<file path="config.mk">
export PLATFORM = sky130hd
export DESIGN_NAME = routing_ni_vc
export DESIGN_NICKNAME = d
export VERILOG_FILES = /design/src/rtl/routing_ni_vc.sv
export SDC_FILE = /design/constraint.sdc
export NUM_CORES = 1
export LEC_CHECK = 0
export BUFFER_PORTS_ARGS = -buffer_cell sky130_fd_sc_hd__buf_2
export CAP_MARGIN = 10
export CELL_PAD_IN_SITES_DETAIL_PLACEMENT = 2
export CELL_PAD_IN_SITES_GLOBAL_PLACEMENT = 2
export CORE_ASPECT_RATIO = 2
export CORE_UTILIZATION = 30
export CTS_BUF_LIST = sky130_fd_sc_hd__clkbuf_4
export CTS_CLUSTER_DIAMETER = 120
export DETAILED_ROUTE_END_ITERATION = 10
export PLACE_DENSITY_LB_ADDON = 0.1
export SLEW_MARGIN = 20
export SYNTH_ARGS = -nofsm -noshare
export SYNTH_HDL_FRONTEND = slang
export SYNTH_SLANG_ARGS = --single-unit
</file>
<file path="constraint.sdc">
create_clock -name clk -period 17 [get_ports clk]
set_clock_uncertainty 0.1 [all_clocks]
set_input_delay 2.55 -clock clk [delete_from_list [all_inputs] [get_ports clk]]
set_output_delay 2.55 -clock clk [all_outputs]
set_load 0.02 [all_outputs]
</file>
<file path="src/rtl/routing_ni_vc.sv">
// Local-port routing stage of the network injector: flit FIFO, per-packet VC
// allocation, streaming switch-allocation requests and sticky protocol-error flag.
module routing_ni_vc #(
    parameter int FLIT_SIZE      = 64,
    parameter int FLIT_TYPE_SIZE = 2,
    parameter int NUM_VC         = 2,
    parameter int BUF_DEPTH      = 2,
    parameter int VC_W           = (NUM_VC > 1) ? $clog2(NUM_VC) : 1
) (
    input  logic                      clk,
    input  logic                      rst_p,
    input  logic                      Req,
    input  logic [FLIT_SIZE-1:0]      Flit,
    input  logic [FLIT_TYPE_SIZE-1:0] FlitType,
    input  logic                      BroadcastFlit,
    input  logic [NUM_VC-1:0]         Grant_VA_FromL,
    input  logic [NUM_VC-1:0]         Grant_SA_FromL,
    output logic [FLIT_SIZE-1:0]      FlitOut,
    output logic [FLIT_TYPE_SIZE-1:0] FlitTypeOut,
    output logic                      BroadcastFlitL,
    output logic [NUM_VC-1:0]         Request_VA_L,
    output logic [NUM_VC-1:0]         Request_SA_L,
    output logic [VC_W-1:0]           VcOut,
    output logic                      Avail,
    output logic                      Error
);

    localparam int PTR_W = $clog2(BUF_DEPTH);
    localparam int CNT_W = PTR_W + 1;

    localparam logic [FLIT_TYPE_SIZE-1:0] TYPE_HEADER      = FLIT_TYPE_SIZE'(2'b10);
    localparam logic [FLIT_TYPE_SIZE-1:0] TYPE_BODY        = FLIT_TYPE_SIZE'(2'b00);
    localparam logic [FLIT_TYPE_SIZE-1:0] TYPE_TAIL        = FLIT_TYPE_SIZE'(2'b01);
    localparam logic [FLIT_TYPE_SIZE-1:0] TYPE_HEADER_TAIL = FLIT_TYPE_SIZE'(2'b11);

    typedef enum logic {IDLE, ACTIVE} state_t;

    state_t                    state;
    logic [FLIT_SIZE-1:0]      flit_mem  [BUF_DEPTH];
    logic [FLIT_TYPE_SIZE-1:0] type_mem  [BUF_DEPTH];
    logic                      bcast_mem [BUF_DEPTH];
    logic [PTR_W-1:0]          rd_ptr;
    logic [PTR_W-1:0]          wr_ptr;
    logic [CNT_W-1:0]          count;

    logic                      empty;
    logic                      full;
    logic [FLIT_TYPE_SIZE-1:0] head_type;
    logic                      head_is_header;
    logic                      head_is_last;
    logic                      sa_hit;
    logic                      pop_now;
    logic                      discard;
    logic                      pop;
    logic                      push;
    logic [VC_W-1:0]           va_idx;

    assign empty          = (count == '0);
    assign full           = (count == CNT_W'(BUF_DEPTH));
    assign head_type      = type_mem[rd_ptr];
    assign head_is_header = (head_type == TYPE_HEADER) || (head_type == TYPE_HEADER_TAIL);
    assign head_is_last   = (head_type == TYPE_TAIL) || (head_type == TYPE_HEADER_TAIL);

    // Only the grant bit of the VC this packet holds may pop the FIFO.
    always_comb begin
        sa_hit = 1'b0;
        for (int i = 0; i < NUM_VC; i++) begin
            if (VcOut == VC_W'(i) && Grant_SA_FromL[i]) sa_hit = 1'b1;
        end
    end

    always_comb begin
        va_idx = '0;
        for (int i = NUM_VC - 1; i >= 0; i--) begin
            if (Grant_VA_FromL[i]) va_idx = VC_W'(i);
        end
    end

    assign pop_now = (state == ACTIVE) && !empty && sa_hit;
    assign discard = (state == IDLE) && !empty && !head_is_header;
    assign pop     = pop_now || discard;
    assign Avail   = !full || pop_now;
    assign push    = Req && Avail;

    assign FlitOut        = empty ? '0 : flit_mem[rd_ptr];
    assign FlitTypeOut    = empty ? '0 : head_type;
    assign BroadcastFlitL = empty ? 1'b0 : bcast_mem[rd_ptr];
    assign Request_VA_L   = ((state == IDLE) && !empty && head_is_header) ? '1 : '0;
    assign Request_SA_L   = ((state == ACTIVE) && !empty) ? (NUM_VC'(1) << VcOut) : '0;

    always_ff @(posedge clk) begin
        if (push) begin
            flit_mem[wr_ptr]  <= Flit;
            type_mem[wr_ptr]  <= FlitType;
            bcast_mem[wr_ptr] <= BroadcastFlit;
        end
    end

    always_ff @(posedge clk or posedge rst_p) begin
        if (rst_p) begin
            rd_ptr <= '0;
            wr_ptr <= '0;
            count  <= '0;
        end else begin
            if (push) wr_ptr <= wr_ptr + PTR_W'(1);
            if (pop)  rd_ptr <= rd_ptr + PTR_W'(1);
            if (push && !pop)      count <= count + CNT_W'(1);
            else if (pop && !push) count <= count - CNT_W'(1);
        end
    end

    // A VC is held from the VA grant until the flit closing the packet leaves.
    always_ff @(posedge clk or posedge rst_p) begin
        if (rst_p) begin
            state <= IDLE;
            VcOut <= '0;
            Error <= 1'b0;
        end else begin
            if ((Req && !Avail) || discard) Error <= 1'b1;
            case (state)
                IDLE: begin
                    if (!empty && head_is_header && (Grant_VA_FromL != '0)) begin
                        VcOut <= va_idx;
                        state <= ACTIVE;
                    end
                end
                ACTIVE: begin
                    if (pop_now && head_is_last) state <= IDLE;
                end
                default: state <= IDLE;
            endcase
        end
    end

endmodule

</file>
# Word-level counts from Yosys, hierarchy flattened

Memories as Yosys holds them, arrays and structs flattened.
Cells that the tools add are included.

Equality and inequality tests: 4
Muxes and demuxes: 16
Bitwise gates (word level): 2
Shift-type cells: 1
Reductions and logical operators: 29
Add/subtract/negate cells: 4

Operators with widths:

| operator                                            | count |
|---|---|
| two-way mux 64 bit                                  | 1 |
| logical AND 1 bit                                   | 14 |
| two-way mux 2 bit                                   | 5 |
| two-way mux 1 bit                                   | 9 |
| equality test 2 bit, second input constant          | 3 |
| zero test 1 bit                                     | 6 |
| logical OR 1 bit                                    | 5 |
| nonzero test 2 bit                                  | 2 |
| adder 1 bit, second input constant                  | 2 |
| adder 2 x 1 -> 2 bit, second input constant         | 1 |
| equality test 2 x 1 -> 1 bit, second input constant | 1 |
| zero test 2 bit                                     | 1 |
| inverter 1 bit                                      | 2 |
| one-hot mux 1 bit (2 select lines)                  | 1 |
| AND reduction 2 bit                                 | 1 |
| << shifter 1 x 1 -> 2 bit, first input constant     | 1 |
| subtractor 2 x 1 -> 2 bit, second input constant    | 1 |

Memories: 3
Bits in registers: 7
Input bits: 74
RAM bits: 134

Memory list:

| memory    | depth | bits a word | read ports | clocked after memory_dff | write ports | RTL line | source |
|---|---|---|---|---|---|---|---|
| flit_mem  | 2     | 64          | 1          | 0                        | 1           | 39       | `logic [FLIT_SIZE-1:0] flit_mem [BUF_DEPTH];` |
| type_mem  | 2     | 2           | 1          | 0                        | 1           | 40       | `logic [FLIT_TYPE_SIZE-1:0] type_mem [BUF_DEPTH];` |
| bcast_mem | 2     | 1           | 1          | 0                        | 1           | 41       | `logic bcast_mem [BUF_DEPTH];` |

# Depth between registers and ports, before layout

Gate-level depths: netlist of the first run.

Word-level depth: 11
Gate-level depth with buffers: 8

# Worst setup path after synthesis of the first run

Ideal clock, no wire load.

Kind: in2reg
Start: input port Grant_SA_FromL[1]
End: memory bcast_mem[1] (enable)
Path buffers: 0
Path slack: 8.488 ns
Cell stages on the path: 3
Arrival: 7.823 ns
Data required time: 16.312 ns
Path through: mux2i_1 o21a_2 nor3b_1

Word-level cells in the longest chain between the ends: 7

RTL lines:

| element                                 | RTL line | source |
|---|---|---|
| from (decl)                             | 17       | `input logic [NUM_VC-1:0] Grant_SA_FromL,` |
| logical AND 1 bit                       | 68       | `if (VcOut == VC_W'(i) && Grant_SA_FromL[i]) sa_hit = 1'b1;` |
| two-way mux 1 bit                       | 68       |  |
| logical AND 1 bit                       | 79       | `assign pop_now = (state == ACTIVE) && !empty && sa_hit;` |
| logical OR 1 bit                        | 82       | `assign Avail = !full \|\| pop_now;` |
| logical AND 1 bit                       | 83       | `assign push = Req && Avail;` |
| two-way mux 1 bit                       | 92       | `if (push) begin` |
| two-way mux 1 bit (not written as such) | 95       | `bcast_mem[wr_ptr] <= BroadcastFlit;` |
| to (decl)                               | 41       |  |

Every way passes these cells.

# Worst setup path in the final report of the first run

Start: input port Grant_SA_FromL[1]
End: output port Avail

Word-level cells in the longest chain between the ends: 4

RTL lines:

| element           | RTL line | source |
|---|---|---|
| logical AND 1 bit | 68       |  |
| two-way mux 1 bit | 68       |  |
| logical AND 1 bit | 79       |  |
| logical OR 1 bit  | 82       |  |
| to (decl)         | 24       | `output logic Avail,` |

Every way passes these cells.

==> reports/results.md, run 1 <==
| Step | Item | Value |
| --- | --- | --- |
| clock tree | Worst-skew pair later-pin latency | 0.52 ns |
| timing | Relative slew margins | 32.5% |
| worst setup path | Data arrival time of the critical path | 3.49 ns |
| synthesis | Cell type contributing the most total cell area after synthesis | edfxtp_1 |
| worst setup path | Worst setup slack for register-to-register paths | 14.54 ns |
| worst setup path | Startpoint type of the worst setup path | input pin |
| power and ir drop | Maximum vdd ir drop | 0.0000704 V |
| detailed routing | Routed wire length | 12900 um |
| clock tree | Clock Pin Slew Worst Setup and Hold Paths | 0.12 ns |
| worst setup path | Required time of the worst setup path | 14.35 ns |
| detailed routing | Antenna-violating nets left | 0 |
| clock tree | PostCTS Resize Cnt | 0 |
| synthesis | Post-synth top cells | edfxtp_1, nor2_1, mux2i_1 |
| clock tree | CTS Root Buffer Type | clkbuf_4 |
| placed design | Count of buffers inserted at the top-level ports | 147 |
| clock tree | H-Tree Level Count | 4 |
| timing | Setup repair after global routing missed its margin | false |
| synthesis | Count of unique library cells instantiated by Yosys | 26 |
| timing | Final Max Slew Viols | 0 |
| synthesis | Post-synth top flop | edfxtp_1 |
| timing | Final worst-path cycle share | 36.1% |
| detailed routing | Routed WL per cell | 18.2 um |
| job | Reported max-cap violation count | 0 |
| timing | Final hold violation count | 0 |
| synthesis | Synthesized netlist net count | 403 |
| synthesis | Largest cells by area after synthesis | edfxtp_1, mux2i_1, nor2_1 |
| final layout | Area of all placed cells without fillers | 6680 um2 |
| placed design | # placed instances | 676 |
| final layout | Fraction of layout instances using a drive strength above 1 | 37.7% |
| hold path | Hold-critical path depth | 1 |
| synthesis | Post-Syn Area per Cell | 16.7 um2 |
| detailed routing | DRC violations left | 0 |
| outcome | Run status | finished clean |
| worst setup path | CP Class | input pin to primary output |
| worst setup path | Sort of element at the end of the critical path | primary output |
| grt | Antenna violations before repair | 2 |
| synthesis | Post-synth ARST share | 4.96% |
| detailed routing | Via count | 3254 |
| placed design | Area of placed instances | 6420 um2 |
| clock tree | Number of CTS-inserted buffers | 17 |
| clock tree | Maximum root-to-sink buffer count | 2 |
| hold path | Launch point of the worst hold path | Error |
| grt | Maximum number of pins on one net before global-route repair | 68 |
| synthesis | Mapped Area | 5470 um2 |
| timing | Tightest Pin Transition | 1.01 ns |
| clock tree | Clock tree from TritonCTS | done |
| detailed routing | Pre-antenna DRT Iters | 4 |
| worst setup path | Critical R2R Capture | flit_mem[1][24] |
| floorplanning | Chip Height | 193 um |
| floorplanning | Area of the core region | 17800 um2 |
| worst setup path | Number of cells on the worst reg-to-reg path | 4 |
| placed design | Hpwl dp | 8340 um |
| grt | Number of global-route vias before repair | 3573 |
| timing | Min Clock Period, post-route | 6.14 ns |
| hold path | Worst Hold Endpoint | Error |
| floorplanning | Initial standard-cell utilization of the core | 30.7% |
| floorplanning | Total I/O pin count | 148 |
| grt | Sum of overflow across all layers after global routing | 0 |
| final layout | Post-route insts no fill | 709 |
| clock tree | Setup Fix Bufs, Post-CTS | 0 |
| clock tree | CTS Sinks | 141 |
| power and ir drop | Leakage power of the design | 0.00276 uW |
| detailed routing | Via density | 4.59 |
| final layout | Area growth from synthesis to layout | 22.2% |
| timing | Total setup violations reported at the end of the flow | 0 |
| floorplanning | Die area | 18800 um2 |
| floorplanning | Std-Cell Rows | 69 |
| floorplanning | Overall die width | 97.4 um |
| clock tree | # hold bufs at CTS | 0 |
| detailed routing | Detailed Route Iter0 Violations | 139 |
| final layout | Total Nets Final | 557 |
| hold path | Worst hold-check path type | register to register |
| synthesis | Gate count of the mapped netlist | 328 |
| synthesis | Portion of synthesized cell area occupied by the leading cell type | 73.6% |
| timing | Fmax | 0.163 GHz |
| timing | Aggregate negative setup slack | 0 ns |
| synthesis | Total of flip-flops plus latches after synthesis | 141 |
| grt | Wire length of the first global-routing pass | 19300 um |
| grt | All-layer global routing usage | 14.1% |
| power and ir drop | Pwr/cell area | 187 nW/um2 |
| synthesis | Most frequent cell after synthesis | edfxtp_1 |
| worst setup path | Maximum net fanout on the critical path | 6 |
| worst setup path | Source of the worst register-to-register timing path | VcOut |
| synthesis | Count of flip-flops with a built-in enable after synthesis | 134 |
| placed design | Placer's final routability congestion estimate | 0.683 |
| timing | Worst-case hold slack | 0.373 ns |
| synthesis | Total number of yosys warnings | 0 |
| synthesis | Sequential element share of the synthesized area | 76.8% |
## cells by family (layout without fill, tap and decap cells)
kind of cell,count (synthesis),in the layout,share of synthesized area [%]
AOI/OAI and AO/OA,9,9,1.35
xor gates and xnor gates,4,4,0.641
adders and majority gates,1,1,0.229
buffers and inverters,22,188,2.33
DFF,141,141,76.8
muxes,69,69,12.7
other,0,2,0
and+or+nand+nor,82,82,5.88
## power breakdown
part / switching (uW) / leakage, uW / total, uW / internal (uW)
clock network: 114 / 0.000145 / 205 / 90.6
logic: 358 / 0.00129 / 534 / 175
registers: 34.7 / 0.00133 / 513 / 478
total: 507 / 0.00276 / 1250 / 744
## flip-flops by register name, indices dropped and copies added, names as in the netlist
signal     flops
wr_ptr         1
rd_ptr         1
flit_mem     128
state          1
count          2
VcOut          1
bcast_mem      2
type_mem       4
Error          1
## layout by cell type, fill, tap and decap left out, types with 3 or more instances in the layout
| cell type | instances |
|---|---|
| nor2_1 | 74 |
| mux2i_1 | 68 |
| clkbuf_4 | 21 |
| edfxtp_1 | 134 |
| buf_4 | 4 |
| xor2_1 | 3 |
| clkinv_1 | 3 |
| dfrtp_1 | 6 |
| buf_2 | 147 |
| inv_1 | 6 |
| clkinv_2 | 4 |
## worst max-delay path by stage
| stage | cells past startpoint | end | start | slack (ns) |
|---|---|---|---|---|
| after floorplan | 3 | bcast_mem[1] | Grant_SA_FromL[1] | 8.49 |
| after global placement | 5 | Avail | Grant_SA_FromL[1] | 10.89 |
| after detailed placement | 5 | Avail | Grant_SA_FromL[1] | 10.86 |
| after CTS | 5 | Avail | Grant_SA_FromL[1] | 10.87 |
| after global routing | 5 | Avail | Grant_SA_FromL[1] | 10.80 |
| final | 5 | Avail | Grant_SA_FromL[1] | 10.86 |
## per-layer routing
layer | wire length, um | share of wire (%) | track usage, % | vias to the layer above
li1 | - | - | - | 1514
met1 | 4370 | 34 | 12.8 | 1643
met2 | 7720 | 60 | 28.2 | 85
met3 | 581 | 4.5 | 4.02 | 10
met4 | 188 | 1.5 | 6.45 | 2
met5 | 8 | 0.062 | 0 | -
## final cells by class
class,instances,area [um2]
well taps,213,267
flip-flops and latches,141,4200
clock buffers,21,158
repair buffers,151,766
multi-input cells,165,1160
diodes,2,5.00
fillers,1866,11100
inverters,6,22.5
clock inverters,10,98.8
## critical path: stages
cell and delay (ns):
buf_2 0.09, mux2i_1 0.35, o21a_2 0.29, inv_1 0.05, buf_2 0.15
## through the flow
stage | total power (uW) | setup slack, ns | utilization, %
4_1_cts | 1290 | 10.87 | 37.5
3_5_place_dp | 1080 | 10.86 | 36.1
2_1_floorplan | 892 | 8.49 | -
3_3_place_gp | 1060 | 10.89 | 36.1
5_1_grt | 1330 | 10.80 | 37.5
6_report | 1250 | 10.86 | 37.5
Note: power is estimated with default switching activity, not from simulation.
==> run 2, diff against run 1 <==
ABC_AREA = 1   (was not set)
clock period = 6 ns   (was 17 ns; I/O delays follow)
==> reports/results.md, run 2 <==
| Step | Item | Value |
| --- | --- | --- |
| final layout | Area of the multi-input gates | 1030 um2 |
| floorplanning | Initial standard-cell utilization of the core | 30.5% |
| clock tree | Setup Fix Bufs, Post-CTS | 0 |
| synthesis | Post-synth ARST share | 4.96% |
| detailed routing | Antenna-violating nets left | 0 |
| timing | Setup repair after global routing missed its margin | false |
| timing | Min Clock Period, post-route | 3.49 ns |
| worst setup path | Required time of the worst setup path | 5.00 ns |
| power and ir drop | Switching power | 1580 uW |
| power and ir drop | Pwr/cell area | 537 nW/um2 |
| synthesis | Total of flip-flops plus latches after synthesis | 141 |
| final layout | Register cell area after layout | 4200 um2 |
| final layout | Area of all placed cells without fillers | 6560 um2 |
| worst setup path | Critical R2R Capture | flit_mem[1][28] |
| synthesis | Post-synth top flop | edfxtp_1 |
| worst setup path | Sort of element at the end of the critical path | primary output |
| grt | Antenna violations before repair | 2 |
| clock tree | H-Tree Level Count | 4 |
| final layout | Number of flip-flops under the largest register name | 128 |
| floorplanning | Total I/O pin count | 148 |
| final layout | Filler Cell Count | 1889 |
| detailed routing | Via count | 3687 |
| final layout | Final cell utilization of the core | 37.1% |
| final layout | Registers with the most flip-flops | flit_mem: 128 flops, type_mem: 4 flops |
| grt | All-layer global routing usage | 16.0% |
| power and ir drop | Clock power share | 14.8% |
| synthesis | Count of unique library cells instantiated by Yosys | 25 |
| worst setup path | Data arrival time of the critical path | 2.49 ns |
| synthesis | Total number of yosys warnings | 0 |
| placed design | # placed instances | 755 |
| timing | Final Max Slew Viols | 0 |
| detailed routing | Pre-antenna DRT Iters | 6 |
| grt | Number of global-route vias before repair | 4190 |
| detailed routing | Via density | 4.67 |
| synthesis | Count of flip-flops with a built-in enable after synthesis | 134 |
| synthesis | Cell type contributing the most total cell area after synthesis | edfxtp_1 |
| detailed routing | Routed WL per cell | 18.0 um |
| clock tree | Number of CTS-inserted buffers | 17 |
| worst setup path | Worst setup slack for register-to-register paths | 3.24 ns |
| placed design | Count of buffers inserted at the top-level ports | 147 |
| synthesis | Synthesized netlist net count | 488 |
| floorplanning | Overall die width | 96.9 um |
| synthesis | Post-synth top cells | nand2_1, edfxtp_1, a21oi_1 |
| worst setup path | Startpoint type of the worst setup path | register |
| clock tree | PostCTS Resize Cnt | 0 |
| clock tree | Clock Pin Slew Worst Setup and Hold Paths | 0.13 ns |
| detailed routing | Detailed Route Iter0 Violations | 95 |
| worst setup path | Crit path max-delay cell type | buf_4 |
| clock tree | Worst-skew pair later-pin latency | 0.52 ns |
| outcome | Run status | finished clean |
| final layout | Register containing the most flip-flops in the final layout | flit_mem |
| clock tree | CTS Root Buffer Type | clkbuf_4 |
| grt | Maximum number of pins on one net before global-route repair | 72 |
| synthesis | Post-Syn Area per Cell | 13.1 um2 |
| worst setup path | CP Class | register to primary output |
| grt | Sum of overflow across all layers after global routing | 0 |
| power and ir drop | Pint | 1950 uW |
| final layout | Area growth from synthesis to layout | 21.5% |
| grt | Wire length of the first global-routing pass | 22000 um |
| worst setup path | Cell chain of the critical path | inv_2 > buf_4 > nand2_1 > a21oi_1 > buf_2 |
| power and ir drop | Combinational Power Share | 44.9% |
| placed design | Placer's final routability congestion estimate | 0.701 |
| detailed routing | DRC violations left | 0 |
| final layout | Fraction of layout instances using a drive strength above 1 | 33.8% |
| timing | Tightest Pin Transition | 0.926 ns |
| synthesis | Most frequent cell after synthesis | nand2_1 |
| floorplanning | Std-Cell Rows | 69 |
| clock tree | # hold bufs at CTS | 0 |
| timing | Aggregate negative setup slack | 0 ns |
| power and ir drop | Fraction of power spent switching nets | 44.8% |
| power and ir drop | Share of power burned in registers | 40.3% |
| worst setup path | Source of the worst register-to-register timing path | VcOut |
| worst setup path | Crit path buffers/inverters | 3 |
| worst setup path | Worst stage delay on the critical path | 0.51 ns |
| synthesis | Portion of synthesized cell area occupied by the leading cell type | 74.5% |
| synthesis | Sequential element share of the synthesized area | 77.7% |
| floorplanning | Die area | 18600 um2 |
| clock tree | Clock tree from TritonCTS | done |
| worst setup path | Number of cells on the worst reg-to-reg path | 8 |
| clock tree | Maximum root-to-sink buffer count | 2 |
| synthesis | Largest cells by area after synthesis | edfxtp_1, nand2_1, a21oi_1 |
| placed design | Area of placed instances | 6320 um2 |
| timing | Total setup violations reported at the end of the flow | 0 |
| clock tree | CTS Sinks | 141 |
| final layout | Post-route insts no fill | 789 |
| final layout | Commonest non-fill, non-tap cells in the layout | buf_2, nand2_1, edfxtp_1 |
| hold path | Worst hold-check path type | input pin to asynchronous set/reset pin |
| floorplanning | Chip Height | 192 um |
| final layout | Most common library cell in the layout ignoring fill and taps | buf_2 |
| power and ir drop | Leakage power of the design | 0.00264 uW |
| job | Reported max-cap violation count | 0 |
| timing | Relative slew margins | 38.1% |
| worst setup path | Crit-path leading delay family | buffers and inverters |
| placed design | Hpwl dp | 9240 um |
| timing | Worst-case hold slack | 0.205 ns |
| timing | Fmax | 0.286 GHz |
| floorplanning | Area of the core region | 17700 um2 |
| detailed routing | Routed wire length | 14200 um |
| synthesis | Gate count of the mapped netlist | 413 |
| synthesis | Mapped Area | 5400 um2 |
| power and ir drop | Maximum vdd ir drop | 0.000193 V |
| worst setup path | Maximum net fanout on the critical path | 36 |
| timing | Final hold violation count | 0 |
| final layout | Total Nets Final | 636 |
| timing | Final worst-path cycle share | 58.2% |
[run 2: how the worst max path moves through the flow]
stage                            startpoint               to  depth (start not counted)
after global routing                 rd_ptr      FlitOut[33]                          5
after detailed placement  Grant_SA_FromL[0]  flit_mem[1][31]                          8
after global placement    Grant_SA_FromL[1]  flit_mem[1][29]                          8
after CTS                            rd_ptr      FlitOut[39]                          5
after floorplan           Grant_SA_FromL[1]     bcast_mem[1]                          6
final                                rd_ptr      FlitOut[33]                          5
[run 2: per-layer routing]
metal | part of all wire, % | track usage [%]
met2 | 59 | 31.6
met4 | 1.8 | 7.63
met3 | 3.7 | 3.78
met1 | 35 | 15.2
met5 | 0 | 0
[run 2: area by class of cell]
class	instances	share of cell area [%]
Antenna cell	2	0.0763
Multi-Input combinational cell	236	15.8
Sequential cell	141	64.0
Clock inverter	14	1.51
Tap cell	213	4.06
Clock buffer	18	2.06
Timing Repair Buffer	152	11.8
Inverter	13	0.744
[run 2: power groups by stage]
stage	registers, uW	clock network (uW)	logic, uW
2_1_floorplan	1450	0	1050
3_3_place_gp	1440	0	1610
3_5_place_dp	1450	0	1640
4_1_cts	1430	550	1650
5_1_grt	1440	586	1750
6_report	1420	521	1580
[run 2: through the flow]
stage	setup WS (ns)	power [uW]
3_5_place_dp	2.67	3090
4_1_cts	2.35	3620
2_1_floorplan	1.27	2500
3_3_place_gp	2.73	3040
6_report	2.51	3530
5_1_grt	2.26	3780
[run 2: cells by family after synthesis]
| logic type | after synthesis | synth area share (%) |
|---|---|---|
| simple gates | 162 | 11.8 |
| buf+inv | 36 | 3.24 |
| fa+ha+maj | 1 | 0.232 |
| compound gates | 71 | 6.63 |
| flops | 141 | 77.7 |
| xor+xnor | 2 | 0.324 |
